## src/rtl/neighbor_table_update_pkg.sv

```systemverilog
// rtl/neighbor_table_update_pkg.sv - node memory map constants and neighbor table update types
package neighbor_table_update_pkg;

  // Neighbor table capacity and table base addresses in node memory
  localparam int          NODE_MAX_NEIGHBORS = 64;
  localparam logic [15:0] NODE_NID_BASE      = 16'h0048;
  localparam logic [15:0] NODE_CID_BASE      = 16'h00C8;
  localparam logic [15:0] NODE_BAT_BASE      = 16'h0148;
  localparam logic [15:0] NODE_QV_BASE       = 16'h01C8;
  localparam logic [15:0] NODE_NCNT_ADDR     = 16'h068A;

  typedef enum logic [1:0] {
    STATUS_UPDATED  = 2'b00,
    STATUS_APPENDED = 2'b01,
    STATUS_DROPPED  = 2'b10
  } upd_status_t;

  typedef enum logic [3:0] {
    S_IDLE,
    S_RD_CNT,
    S_SEARCH,
    S_WR_ID,
    S_WR_CLU,
    S_WR_BAT,
    S_WR_Q,
    S_WR_CNT,
    S_DONE
  } upd_state_t;

  // Byte address of 16-bit entry idx in the table starting at base
  function automatic logic [15:0] entry_addr(input logic [15:0] base, input logic [6:0] idx);
    return base + {8'd0, idx, 1'b0};
  endfunction

endpackage

```

## src/rtl/neighbor_table_update_if.sv

```systemverilog
// rtl/neighbor_table_update_if.sv - beacon record and memory port bundle for neighbor_table_update
interface neighbor_table_update_if;

  logic        upd_valid;
  logic        upd_ready;
  logic [15:0] upd_id;
  logic [15:0] upd_cluster;
  logic [15:0] upd_battery;
  logic [15:0] upd_qvalue;

  logic        mem_gnt;
  logic        mem_req;
  logic [15:0] mem_address;
  logic        mem_wr_en;
  logic [15:0] mem_wdata;
  logic [15:0] mem_rdata;

  logic        done;
  logic [1:0]  status;
  logic [5:0]  entry_idx;

  // Table updater side
  modport slave (
    input  upd_valid, upd_id, upd_cluster, upd_battery, upd_qvalue,
    input  mem_gnt, mem_rdata,
    output upd_ready, mem_req, mem_address, mem_wr_en, mem_wdata,
    output done, status, entry_idx
  );

  // Parser / memory / arbiter side
  modport master (
    output upd_valid, upd_id, upd_cluster, upd_battery, upd_qvalue,
    output mem_gnt, mem_rdata,
    input  upd_ready, mem_req, mem_address, mem_wr_en, mem_wdata,
    input  done, status, entry_idx
  );

endinterface

```

## src/rtl/neighbor_table_update.sv

```systemverilog
// rtl/neighbor_table_update.sv - look up a beacon's neighbor ID and update or append its table entry
module neighbor_table_update
  import neighbor_table_update_pkg::*;
#(
  parameter int          MAX_NEIGHBORS = NODE_MAX_NEIGHBORS,
  parameter logic [15:0] NID_BASE      = NODE_NID_BASE,
  parameter logic [15:0] CID_BASE      = NODE_CID_BASE,
  parameter logic [15:0] BAT_BASE      = NODE_BAT_BASE,
  parameter logic [15:0] QV_BASE       = NODE_QV_BASE,
  parameter logic [15:0] NCNT_ADDR     = NODE_NCNT_ADDR
) (
  input  logic                  clock,
  input  logic                  nrst,
  neighbor_table_update_if.slave bus
);

  // Count and index need one bit beyond the entry index to represent a full table
  localparam logic [6:0] MAX_CNT  = 7'(MAX_NEIGHBORS);
  localparam logic [5:0] LAST_IDX = 6'(MAX_NEIGHBORS - 1);

  upd_state_t  state;
  logic [15:0] id_q;
  logic [15:0] cluster_q;
  logic [15:0] battery_q;
  logic [15:0] qvalue_q;
  logic [6:0]  cnt_q;
  logic [6:0]  idx_q;
  logic        append_q;
  logic        full_seen_q;
  logic        upd_ready_q;
  logic        done_q;
  logic [1:0]  status_q;
  logic [5:0]  entry_idx_q;

  logic [15:0] addr_d;
  logic [15:0] wdata_d;
  logic        wr_state;
  logic [6:0]  sat_cnt;

  // A corrupt count word larger than the table is treated as a full table
  assign sat_cnt = (bus.mem_rdata > 16'(MAX_NEIGHBORS)) ? MAX_CNT : bus.mem_rdata[6:0];

  // Port address, write data and write intent are decoded from held state, so they stay put across stalls
  always_comb begin
    addr_d   = '0;
    wdata_d  = '0;
    wr_state = 1'b0;
    unique case (state)
      S_RD_CNT: addr_d = NCNT_ADDR;
      S_SEARCH: addr_d = entry_addr(NID_BASE, idx_q);
      S_WR_ID: begin
        addr_d   = entry_addr(NID_BASE, idx_q);
        wdata_d  = id_q;
        wr_state = 1'b1;
      end
      S_WR_CLU: begin
        addr_d   = entry_addr(CID_BASE, idx_q);
        wdata_d  = cluster_q;
        wr_state = 1'b1;
      end
      S_WR_BAT: begin
        addr_d   = entry_addr(BAT_BASE, idx_q);
        wdata_d  = battery_q;
        wr_state = 1'b1;
      end
      S_WR_Q: begin
        addr_d   = entry_addr(QV_BASE, idx_q);
        wdata_d  = qvalue_q;
        wr_state = 1'b1;
      end
      S_WR_CNT: begin
        addr_d   = NCNT_ADDR;
        wdata_d  = {9'd0, cnt_q + 7'd1};
        wr_state = 1'b1;
      end
      default: ;
    endcase
  end

  assign bus.upd_ready   = upd_ready_q;
  assign bus.mem_req     = (state != S_IDLE) && (state != S_DONE);
  assign bus.mem_address = addr_d;
  assign bus.mem_wdata   = wdata_d;
  assign bus.mem_wr_en   = wr_state && bus.mem_gnt;
  assign bus.done        = done_q;
  assign bus.status      = status_q;
  assign bus.entry_idx   = entry_idx_q;

  // Control FSM: accept a record, read the count, scan IDs, then write the entry words
  always_ff @(posedge clock or negedge nrst) begin
    if (!nrst) begin
      state       <= S_IDLE;
      id_q        <= '0;
      cluster_q   <= '0;
      battery_q   <= '0;
      qvalue_q    <= '0;
      cnt_q       <= '0;
      idx_q       <= '0;
      append_q    <= 1'b0;
      full_seen_q <= 1'b0;
      upd_ready_q <= 1'b1;
      done_q      <= 1'b0;
      status_q    <= STATUS_UPDATED;
      entry_idx_q <= '0;
    end else begin
      unique case (state)
        S_IDLE: begin
          if (bus.upd_valid && upd_ready_q) begin
            id_q        <= bus.upd_id;
            cluster_q   <= bus.upd_cluster;
            battery_q   <= bus.upd_battery;
            qvalue_q    <= bus.upd_qvalue;
            upd_ready_q <= 1'b0;
            state       <= S_RD_CNT;
          end
        end
        S_DONE: begin
          done_q      <= 1'b0;
          upd_ready_q <= 1'b1;
          state       <= S_IDLE;
        end
        default: begin
          if (bus.mem_gnt) begin
            case (state)
              S_RD_CNT: begin
                cnt_q       <= sat_cnt;
                idx_q       <= '0;
                full_seen_q <= 1'b0;
                state       <= S_SEARCH;
              end
              S_SEARCH: begin
                if (idx_q < cnt_q) begin
                  if (bus.mem_rdata == id_q) begin
                    status_q    <= STATUS_UPDATED;
                    entry_idx_q <= idx_q[5:0];
                    append_q    <= 1'b0;
                    state       <= S_WR_CLU;
                  end else begin
                    idx_q <= idx_q + 7'd1;
                  end
                end else if (cnt_q == MAX_CNT) begin
                  // The full-table verdict is held one extra cycle before reporting the drop
                  if (full_seen_q) begin
                    status_q    <= STATUS_DROPPED;
                    entry_idx_q <= LAST_IDX;
                    done_q      <= 1'b1;
                    state       <= S_DONE;
                  end else begin
                    full_seen_q <= 1'b1;
                  end
                end else begin
                  status_q    <= STATUS_APPENDED;
                  entry_idx_q <= idx_q[5:0];
                  append_q    <= 1'b1;
                  state       <= S_WR_ID;
                end
              end
              S_WR_ID:  state <= S_WR_CLU;
              S_WR_CLU: state <= S_WR_BAT;
              S_WR_BAT: state <= S_WR_Q;
              S_WR_Q: begin
                if (append_q) begin
                  state <= S_WR_CNT;
                end else begin
                  done_q <= 1'b1;
                  state  <= S_DONE;
                end
              end
              S_WR_CNT: begin
                done_q <= 1'b1;
                state  <= S_DONE;
              end
              default: state <= S_IDLE;
            endcase
          end
        end
      endcase
    end
  end

endmodule

```

## src/flat_wrapper.sv

```systemverilog
// flat-port wrapper written by rule: the top's interface ports become plain ports
module neighbor_table_update_flat import neighbor_table_update_pkg::*;
#(
  parameter int          MAX_NEIGHBORS = NODE_MAX_NEIGHBORS,
  parameter logic [15:0] NID_BASE      = NODE_NID_BASE,
  parameter logic [15:0] CID_BASE      = NODE_CID_BASE,
  parameter logic [15:0] BAT_BASE      = NODE_BAT_BASE,
  parameter logic [15:0] QV_BASE       = NODE_QV_BASE,
  parameter logic [15:0] NCNT_ADDR     = NODE_NCNT_ADDR
)
  (clock, nrst, bus_upd_valid, bus_upd_id, bus_upd_cluster, bus_upd_battery, bus_upd_qvalue, bus_mem_gnt, bus_mem_rdata, bus_upd_ready, bus_mem_req, bus_mem_address, bus_mem_wr_en, bus_mem_wdata, bus_done, bus_status, bus_entry_idx);
  neighbor_table_update_if bus_i ();
  input  logic clock;
  input  logic nrst;
  input wire logic [$bits(bus_i.upd_valid)-1:0] bus_upd_valid;
  input wire logic [$bits(bus_i.upd_id)-1:0] bus_upd_id;
  input wire logic [$bits(bus_i.upd_cluster)-1:0] bus_upd_cluster;
  input wire logic [$bits(bus_i.upd_battery)-1:0] bus_upd_battery;
  input wire logic [$bits(bus_i.upd_qvalue)-1:0] bus_upd_qvalue;
  input wire logic [$bits(bus_i.mem_gnt)-1:0] bus_mem_gnt;
  input wire logic [$bits(bus_i.mem_rdata)-1:0] bus_mem_rdata;
  output wire logic [$bits(bus_i.upd_ready)-1:0] bus_upd_ready;
  output wire logic [$bits(bus_i.mem_req)-1:0] bus_mem_req;
  output wire logic [$bits(bus_i.mem_address)-1:0] bus_mem_address;
  output wire logic [$bits(bus_i.mem_wr_en)-1:0] bus_mem_wr_en;
  output wire logic [$bits(bus_i.mem_wdata)-1:0] bus_mem_wdata;
  output wire logic [$bits(bus_i.done)-1:0] bus_done;
  output wire logic [$bits(bus_i.status)-1:0] bus_status;
  output wire logic [$bits(bus_i.entry_idx)-1:0] bus_entry_idx;
  assign bus_i.upd_valid = bus_upd_valid;
  assign bus_i.upd_id = bus_upd_id;
  assign bus_i.upd_cluster = bus_upd_cluster;
  assign bus_i.upd_battery = bus_upd_battery;
  assign bus_i.upd_qvalue = bus_upd_qvalue;
  assign bus_i.mem_gnt = bus_mem_gnt;
  assign bus_i.mem_rdata = bus_mem_rdata;
  assign bus_upd_ready = bus_i.upd_ready;
  assign bus_mem_req = bus_i.mem_req;
  assign bus_mem_address = bus_i.mem_address;
  assign bus_mem_wr_en = bus_i.mem_wr_en;
  assign bus_mem_wdata = bus_i.mem_wdata;
  assign bus_done = bus_i.done;
  assign bus_status = bus_i.status;
  assign bus_entry_idx = bus_i.entry_idx;
  neighbor_table_update #(.MAX_NEIGHBORS(MAX_NEIGHBORS), .NID_BASE(NID_BASE), .CID_BASE(CID_BASE), .BAT_BASE(BAT_BASE), .QV_BASE(QV_BASE), .NCNT_ADDR(NCNT_ADDR)) u_core (.clock(clock), .nrst(nrst), .bus(bus_i));
endmodule
```

## config.mk

```make
export PLATFORM = sky130hd
export DESIGN_NAME = neighbor_table_update_flat
export DESIGN_NICKNAME = d
export VERILOG_FILES = /design/src/rtl/neighbor_table_update_pkg.sv /design/src/rtl/neighbor_table_update_if.sv /design/src/rtl/neighbor_table_update.sv /design/src/flat_wrapper.sv
export SDC_FILE = /design/constraint.sdc
export NUM_CORES = 1
export LEC_CHECK = 0
export ABC_AREA = 1
export CORE_MARGIN = 5
export CORE_UTILIZATION = 50
export CTS_BUF_LIST = sky130_fd_sc_hd__clkbuf_16
export CTS_CLUSTER_DIAMETER = 50
export DETAILED_ROUTE_END_ITERATION = 10
export GPL_ROUTABILITY_DRIVEN = 1
export PLACE_DENSITY = 0.86
export SLEW_MARGIN = 5
export SYNTH_ARGS = -nofsm -noshare
export SYNTH_HDL_FRONTEND = slang
export SYNTH_SLANG_ARGS = --single-unit
export TNS_END_PERCENT = 30
```

## constraint.sdc

```tcl
create_clock -name clock -period 3.2 [get_ports clock]
set_clock_uncertainty 0.15 [all_clocks]
set_input_delay 0.96 -clock clock [delete_from_list [all_inputs] [get_ports clock]]
set_output_delay 0.96 -clock clock [all_outputs]
set_load 0.01 [all_outputs]
```

* Word-level counts from Yosys, hierarchy flattened
Cells that the tools add are included.
Word-level totals: ROM bits 0, logic and storage cells 110, memory bits (writable) 0, bits of input ports 84, bits in registers 94, bits in latches 0, output and inout port bits 44, memories kept 0
Operators by class: bitwise logic cells 2, order comparisons 2, equal/unequal tests 25, add/subtract/negate cells 6, multipliers 0, muxes and demuxes 39, shift operators 0, divide/modulo/power cells 0, reduce and logical (&&, ||, !) cells 23
Operators with widths (count):
- 16-bit one-hot mux with 5 select lines | 2
- 4-bit two-way mux | 7
- 4-bit one-hot mux with 7 select lines | 1
- 6-bit two-way mux | 4
- 7-bit two-way mux | 3
- 9-bit by 8-bit adder with 10-bit output (first input constant) | 2
- 5-bit AND reduction | 4
- 16-bit == test | 1
- 4-bit by 3-bit == test with 1-bit output (second input constant) | 4
- 16-bit by 7-bit greater-than comparator with 1-bit output (second input constant) | 1
- 7-bit by 1-bit adder with 7-bit output (second input constant) | 2
- 7-bit one-hot mux with 2 select lines | 1
- 1-bit two-way mux | 12
- 7-bit by 8-bit adder with 9-bit output (first input constant) | 1
- 8-bit by 8-bit adder with 9-bit output (first input constant) | 1
- 3-bit by 1-bit != test with 1-bit output (second input constant) | 3
- 4-bit by 2-bit == test with 1-bit output (second input constant) | 2
- 2-bit two-way mux | 4
- 2-bit by 1-bit != test with 1-bit output (second input constant) | 4
- 4-bit one-hot mux with 2 select lines | 1
- 4-bit nonzero test | 2
- 7-bit == test (second input constant) | 1
- 7-bit less-than comparator | 1
- 7-bit AND reduction | 1
- 19 further kinds | 32

* Logic depth before layout (Yosys ltp)
Gate-level depths: netlist of the first run.
word-level depth 6, gate-level depth with buffers 12, mapped depth without buffers 12

* Least setup slack after synthesis of the first run
OpenSTA, ideal clock, no wires.
kind register to output, from register u_core.state[2], to output port bus_mem_address[8], path slack 275 ps, cell stages (with the launch flop) 10, buffers on the path 1, arrival time 1815 ps, data required time 2090 ps, path through dfrtp_1 > inv_2 > nor2_2 > nand2_1 > nor2_4 > buf_2 > ha_1 > inv_1 > nor2_1 > o31ai_1
Between the ends: word-level cells in the longest chain between the ends 3, elaborated cells on any way between the ends 10, those cells by class eq/ne (7); mux (1); reduce/logical (2)
RTL lines:
- start: declaration | line neighbor_table_update.sv:21 | upd_state_t state;
- start signal: assignment | line neighbor_table_update.sv:92 | state <= S_IDLE;
- start signal: assignment | line neighbor_table_update.sv:114 | state <= S_RD_CNT;
- start signal: assignment | line neighbor_table_update.sv:120 | state <= S_IDLE;
- 4-bit by 1-bit == test with 1-bit output (tied with other cells) | line neighbor_table_update.sv:48 | unique case (state)
- 2-bit OR reduction (no line)
- 16-bit one-hot mux with 5 select lines * | line neighbor_table_update.sv:48
- end: declaration | line flat_wrapper.sv:24 | output wire logic [$bits(bus_i.mem_address)-1:0] bus_mem_address;
Mark *: on every way between the ends. The rest lies on a longest branch, timed or not.

* Worst setup path in the final report of the first run
from register u_core.state[1], to output port bus_mem_address[3]
Same word-level chain as after synthesis.

==> results of run 1 <==
==> timing repair <==
item,4_1_cts,5_1_grt
setup buffers,0,1
endpoints found under the setup margin,26,15
resized for setup,32,27
pin swaps,1,0
==> kinds of logic (layout without fill, tap and decap cells) <==
| kind of cell | count (synthesis) | in the layout |
|---|---|---|
| AO/OA/AOI/OAI | 60 | 60 |
| XOR/XNOR | 5 | 5 |
| adder cells (fa/ha/maj) | 12 | 12 |
| buffers and inverters | 105 | 239 |
| flip-flops | 94 | 94 |
| other | 1 | 6 |
| AND/OR/NAND/NOR | 468 | 468 |
==> routing by layer <==
layer,track usage,vias to the layer above
li1,-,2606
met1,0.292,2368
met2,0.392,221
met3,0.0551,31
met4,0.0873,0
met5,0,-
==> synth_stat cells (4+ instances only) <==
library cell  instances
nand3_1              37
nor3_1                5
o211ai_1              4
nor2_1               39
nor2_4                4
o21ai_1              15
dfrtp_1              93
o2111ai_1             9
nand2_1             354
xor2_1                4
buf_2                13
clkbuf_1              5
a21oi_1               7
o21ai_0              18
a221oi_1              4
nand4_1              13
nand2_2               4
inv_2                 9
inv_1                71
nor2_2                6
ha_1                 12
buf_4                 6
==> power by group <==
part | switching (W) | leakage [nW] | internal [W] | total, W
clock | 0.000457 | 0.132 | 0.000520 | 0.000977
combinational | 0.00120 | 2.42 | 0.000818 | 0.00202
sequential | 0.000264 | 1.20 | 0.00161 | 0.00188
total | 0.00192 | 3.75 | 0.00295 | 0.00487
==> how the worst max path moves through the flow <==
stage | start | end | slack, ns | depth (start not counted)
final | u_core.state[1]$_DFFE_PN0P_ | bus_mem_address[3] | 0.03 | 9
after detailed placement | bus_mem_gnt | bus_mem_wr_en | -0.03 | 4
after global placement | bus_mem_gnt | bus_mem_wr_en | 0.008 | 4
after CTS | u_core.state[3]$_DFFE_PN0P_ | bus_mem_address[5] | -0.17 | 8
after floorplan | u_core.state[2]$_DFFE_PN0P_ | bus_mem_address[8] | 0.27 | 9
after global routing | u_core.state[0]$_DFFE_PN0P_ | bus_mem_address[3] | -0.13 | 9
==> flip-flops by register name (all words and copies together), names as in the netlist <==
register and cells:
u_core.bus.done 1, u_core.cnt_q 7, u_core.cluster_q 16, u_core.state 4, u_core.id_q 16, u_core.bus.upd_ready 1, u_core.full_seen_q 1, u_core.bus.entry_idx 6
u_core.battery_q 16, u_core.append_q 1, u_core.bus.status 2, u_core.qvalue_q 16, u_core.idx_q 7
==> layout make-up <==
type | count | share of cell area
clock buffer | 9 | 0.0319
clock inverter | 7 | 0.00550
inverter | 81 | 0.0434
multi-input combinational | 551 | 0.365
sequential | 94 | 0.334
tap | 136 | 0.0241
timing repair buffer | 142 | 0.196
==> worst max-delay path, stage by stage, from the launching register on <==
cell             delay (ns)
dfrtp_2                0.44
inv_1                  0.08
nand3_2                0.10
buf_4                  0.17
nor2_4                 0.12
nor2_4                 0.06
inv_1                  0.07
o21ai_0                0.08
inv_1                  0.06
clkdlybuf4s50_1        0.52
==> metrics by stage <==
step	instances	util	worst slack (ns)	hold slack, ns	instance area, um^2
final	1020	0.683	0.0260	0.319	7060
after CTS	1019	0.680	-0.174	0.325	7020
after global placement	1003	0.652	0.00766	0.307	6740
after global routing	1020	0.683	-0.127	0.342	7060
after floorplan	750	-	0.275	0.292	5300
after detailed placement	1003	0.652	-0.0324	0.308	6740
==> results.py, run 1 <==
metrics = {
    "synth": {
        "avgSynthCellArea_um2": 7.09,
        "netlist_instances": 745,
        "ys_warn_count": 0,
        "synth_top_family_by_area": "simple AND/OR/NAND/NOR gates",
        "synth_compound_area_frac": 0.0694,
        "yosys.cell_types.count": 32,
        "synth_seq_area_share": 0.446,
        "synth_mux_area_frac": 0,
        "synth_edf_count": 0,
        "synth_top_area_share": 0.441,
        "synth_top_area_cell": "dfrtp_1",
        "synth_seq_cells": 94,
        "synth_area_leaders": "dfrtp_1, nand2_1, inv_1",
        "synth_area_um2": 5280,
        "synth-xor-area-share": 0.00830,
        "synth-simple-area-share": 0.365,
        "synth_fa_ha_area_frac": 0.0284,
        "synth_flop_cell": "dfrtp_1",
        "synthArstFlopShare": 1.00,
    },
    "routing": {
        "vias_per_cell": 5.12,
        "drt-met1-wl_mm": 5.87,
        "route.final.wire_length_mm": 14.4,
        "routed-wl-met3_mm": 1.26,
        "vias": 5226,
        "dr.pass1.iters": 5,
        "met2_length_mm": 7.00,
        "postRouteAntennaNets": 0,
        "wl_per_cell_um": 14.2,
        "drc_errors": 0,
        "drt_iter0_drc": 321,
        "top_layer_used": "met4",
    },
    "setup_path": {
        "setup.worst_path.class": "reg -> out",
        "crit_path_end_kind": "output pin",
        "cp.arrival_ns": 2.06,
        "worstSetupStartpointType": "flip-flop",
        "reg2reg_depth": 10,
        "worstPathRequired_ns": 2.09,
        "r2r-start": "u_core.cnt_q[2]$_DFFE_PN0P_",
        "reg2reg_slack_ns": 0.97,
        "crit_fanout": 5,
        "timing.rr.end": "u_core.bus.status[1]$_DFFE_PN0P_",
    },
    "placed_design": {
        "dp_hpwl_mm": 10.8,
        "portBuffers": 121,
        "place_congestion": 0.913,
    },
    "pwr": {
        "peakVddDrop_mv": 0.366,
        "power.total_w": 0.00487,
        "p_per_area_nw_per_um2": 691,
        "leakage_nw": 3.75,
    },
    "layout": {
        "mostFrequentLayoutCells": "nand2_1, clkdlybuf4s50_1, dfrtp_1",
        "regArea_um2": 2360,
        "syn_to_final_growth_pct": 33.7,
        "layout_commonest_cell": "nand2_1",
        "final_layout_size_suffix_gt1_frac": 0.0950,
        "num_antenna_cells": 0,
        "multiInputGateArea_um2": 2580,
        "layout.nets": 975,
        "fillers": 858,
    },
    "global_route": {
        "grt_pass1_vias": 5130,
        "grt_start_max_net_pins": 81,
        "grt_first_pass_wirelength_mm": 24.0,
        "grt.total_usage": 0.233,
        "grt.overflow.total": 0,
        "antenna_found_initial": 0,
    },
    "hold_path": {
        "whs_endpoint": "u_core.bus.entry_idx[5]$_DFFE_PN0P_",
        "min-delay-start": "u_core.bus.entry_idx[5]$_DFFE_PN0P_",
        "min_path_type": "reg -> reg",
        "hold_depth": 2,
    },
    "flow_run": {
        "cap_violations": 0,
    },
    "timing": {
        "slew_headroom": 0.554,
        "slew_viol_final": 0,
        "tightest_slew_ns": 0.664,
        "finalHoldViolCount": 0,
        "finalSetupTns_ns": 0,
        "rsz0062_at_grt": "yes",
        "setup_viol": 0,
        "clock.fmax_ghz": 0.315,
        "timing.final.crit_share": 0.992,
        "period_needed_ns": 3.17,
    },
    "die": {
        "core_area_um2": 10300,
        "die-area_um2": 12700,
        "die_width_um": 113,
        "initial_core_util": 0.511,
        "row_count": 37,
        "die_y_um": 113,
        "io_pins": 128,
    },
    "clock_tree": {
        "cts.hold.buffers_added": 0,
        "clk_latency_ns": 0.34,
        "cts-root-buf": "clkbuf_16",
        "cts_buffers": 9,
        "cts_tree": "built",
        "htree_levels": 3,
        "clkSinkCount": 94,
        "cts_max_path_buffers": 2,
        "path_clk_slew_ns": 0.06,
    },
    "run_status": {
        "status": "complete, no violations",
    },
}
No activity file was read; power rests on OpenSTA's default activity.
==> inputs of run 2 (changes only) <==
Settings changed: SETUP_SLACK_MARGIN set to 0.3.
==> results.py, run 2 (synthesis results as in run 1) <==
metrics = {
    "placed_design": {
        "detailed_place.area_um2": 6740,
        "dp_hpwl_mm": 10.8,
        "place_congestion": 0.946,
        "portBuffers": 121,
        "dp.cells": 1004,
    },
    "routing": {
        "route.final.wire_length_mm": 15.9,
        "drc_errors": 0,
        "vias": 5483,
        "vias_per_cell": 5.29,
        "drt_iter0_drc": 410,
        "dr.pass1.iters": 7,
        "wl_per_cell_um": 15.3,
        "postRouteAntennaNets": 0,
    },
    "clock_tree": {
        "cts-root-buf": "clkbuf_16",
        "clkSinkCount": 94,
        "cts_buffers": 9,
        "htree_levels": 3,
        "cts.hold.buffers_added": 0,
        "path_clk_slew_ns": 0.07,
        "cts_tree": "built",
        "clk_latency_ns": 0.35,
        "cts_max_path_buffers": 2,
    },
    "global_route": {
        "grt_pass1_vias": 5536,
        "antenna_found_initial": 0,
        "grt_start_max_net_pins": 81,
        "grt.total_usage": 0.252,
        "grt.overflow.total": 0,
        "grt_first_pass_wirelength_mm": 25.9,
    },
    "pwr": {
        "power.total_w": 0.00530,
        "peakVddDrop_mv": 0.409,
        "combPwrFrac": 0.407,
        "p_switching_w": 0.00206,
        "pwr-share-clk": 0.238,
        "p_sw_frac": 0.388,
        "leakage_nw": 3.80,
        "p_int_w": 0.00324,
        "seq_power_share": 0.355,
        "p_per_area_nw_per_um2": 730,
    },
    "setup_path": {
        "reg2reg_slack_ns": 0.90,
        "critical_path.startpoint": "u_core.state[0]$_DFFE_PN0P_",
        "cp.arrival_ns": 1.95,
        "crit_path_end_kind": "output pin",
        "timing.rr.end": "u_core.state[0]$_DFFE_PN0P_",
        "cpPeakStageDelay_ns": 0.46,
        "worstPathRequired_ns": 2.09,
        "setup.worst_path.class": "reg -> out",
        "worstPathCellList": "nor2_4, nand2_2, inv_2, ha_4, inv_1, nor2_1, o21ai_1, o31ai_2, buf_2",
        "worstSetupStartpointType": "flip-flop",
        "slowest_stage": "dfrtp_1",
        "crit_family": "flip-flops",
        "cp_num_buf_inv": 3,
        "r2r-start": "u_core.cnt_q[2]$_DFFE_PN0P_",
        "reg2reg_depth": 11,
        "crit_fanout": 4,
    },
    "layout": {
        "mostFrequentLayoutCells": "nand2_1, clkdlybuf4s50_1, dfrtp_1",
        "instances_no_fill": 1036,
        "fin_area_um2": 7260,
        "num_antenna_cells": 0,
        "syn_to_final_growth_pct": 37.5,
        "layout_commonest_cell": "nand2_1",
        "layout.nets": 992,
        "final_layout_size_suffix_gt1_frac": 0.142,
    },
    "die": {
        "core_area_um2": 10300,
        "die_width_um": 113,
        "io_pins": 128,
        "initial_core_util": 0.511,
        "die_y_um": 113,
        "row_count": 37,
        "die-area_um2": 12700,
    },
    "timing": {
        "tightest_slew_ns": 0.662,
        "timing.final.crit_share": 0.955,
        "slew_headroom": 0.555,
        "period_needed_ns": 3.06,
        "setup_viol": 0,
        "slew_viol_final": 0,
        "finalHoldViolCount": 0,
        "rsz0062_at_grt": "yes",
        "clock.fmax_ghz": 0.327,
    },
    "run_status": {
        "status": "complete, no violations",
    },
    "hold_path": {
        "min_path_type": "reg -> reg",
        "min-delay-start": "u_core.bus.entry_idx[5]$_DFFE_PN0P_",
        "hold_depth": 2,
        "whs_endpoint": "u_core.bus.entry_idx[5]$_DFFE_PN0P_",
    },
    "flow_run": {
        "cap_violations": 0,
    },
}
[run 2: cell types whose count changed in the layout (fill, tap and decap cells not counted), sizes merged]
| cell | previous run | this run |
|---|---|---|
| buf | 22 | 61 |
| dlygate4sd2 | 14 | 2 |
| clkinv | 7 | 1 |
| clkbuf | 14 | 9 |
| dlymetal6s2s | 5 | 0 |
| bufinv | 0 | 3 |
| clkdlybuf4s15 | 0 | 3 |
| clkdlybuf4s50 | 96 | 93 |
| clkinvlp | 0 | 1 |
| inv | 81 | 82 |
[run 2: routing by layer]
metal  global-route usage  wire [um]
met2                0.421       7730
met5                    0          0
met3               0.0706       1370
met4                0.111        586
met1                0.305       6210
[run 2: worst reg2reg max path: stages, from the launching register on]
cell	delay, ns
dfrtp_1	0.51
inv_1	0.08
ha_1	0.29
a21oi_1	0.15
nand2_1	0.06
nand2_1	0.05
nand2_1	0.19
nor2_2	0.25
nand2_2	0.15
nand2_1	0.18
nand2_1	0.09
nand2_1	0.08
[run 2: repair_timing]
action / 4_1_cts / 5_1_grt
endpoints found under the setup margin: 27 / 28
gates resized for setup: 129 / 11
pin swaps: 14 / 1
gates cloned: 0 / 0
setup buffers: 16 / 1
[run 2: area by class of cell]
type	instances	area [um^2]
Timing Repair Buffer	159	1430
Clock inverter	6	118
Inverter	81	307
Tap cell	136	170
Multi-Input combinational cell	551	2660
Clock buffer	9	225
Fill cell	811	3060
Sequential cell	94	2350
[run 2: worst max-delay path by stage]
stage	to	slack (ns)	cells after the start
2_1_floorplan	bus_mem_address[8]	0.35	9
3_3_place_gp	bus_mem_wr_en	0.009	4
3_5_place_dp	bus_mem_wr_en	-0.01	4
4_1_cts	bus_mem_address[7]	0.24	10
5_1_grt	bus_mem_address[7]	0.07	10
6_report	bus_mem_address[8]	0.14	9
[run 2: power groups by stage]
stage | Sequential [W] | Clock (W) | Combinational (W)
global route | 0.00192 | 0.00132 | 0.00240
detailed placement | 0.00186 | 0 | 0.00202
floorplan | 0.00183 | 0 | 0.00120
CTS | 0.00186 | 0.00126 | 0.00210
finish | 0.00188 | 0.00126 | 0.00216
global placement | 0.00185 | 0 | 0.00198
[run 2: stage by stage]
| stage | hold WS [ns] | setup TNS, ns | setup WS (ns) | util |
|---|---|---|---|---|
| 5_1_grt | 0.354 | 0 | 0.0669 | 0.703 |
| 6_report | 0.317 | 0 | 0.143 | 0.703 |
| 3_5_place_dp | 0.308 | -0.0123 | -0.0123 | 0.652 |
| 4_1_cts | 0.324 | 0 | 0.241 | 0.701 |
| 3_3_place_gp | 0.306 | 0 | 0.00872 | 0.652 |
| 2_1_floorplan | 0.292 | 0 | 0.346 | - |
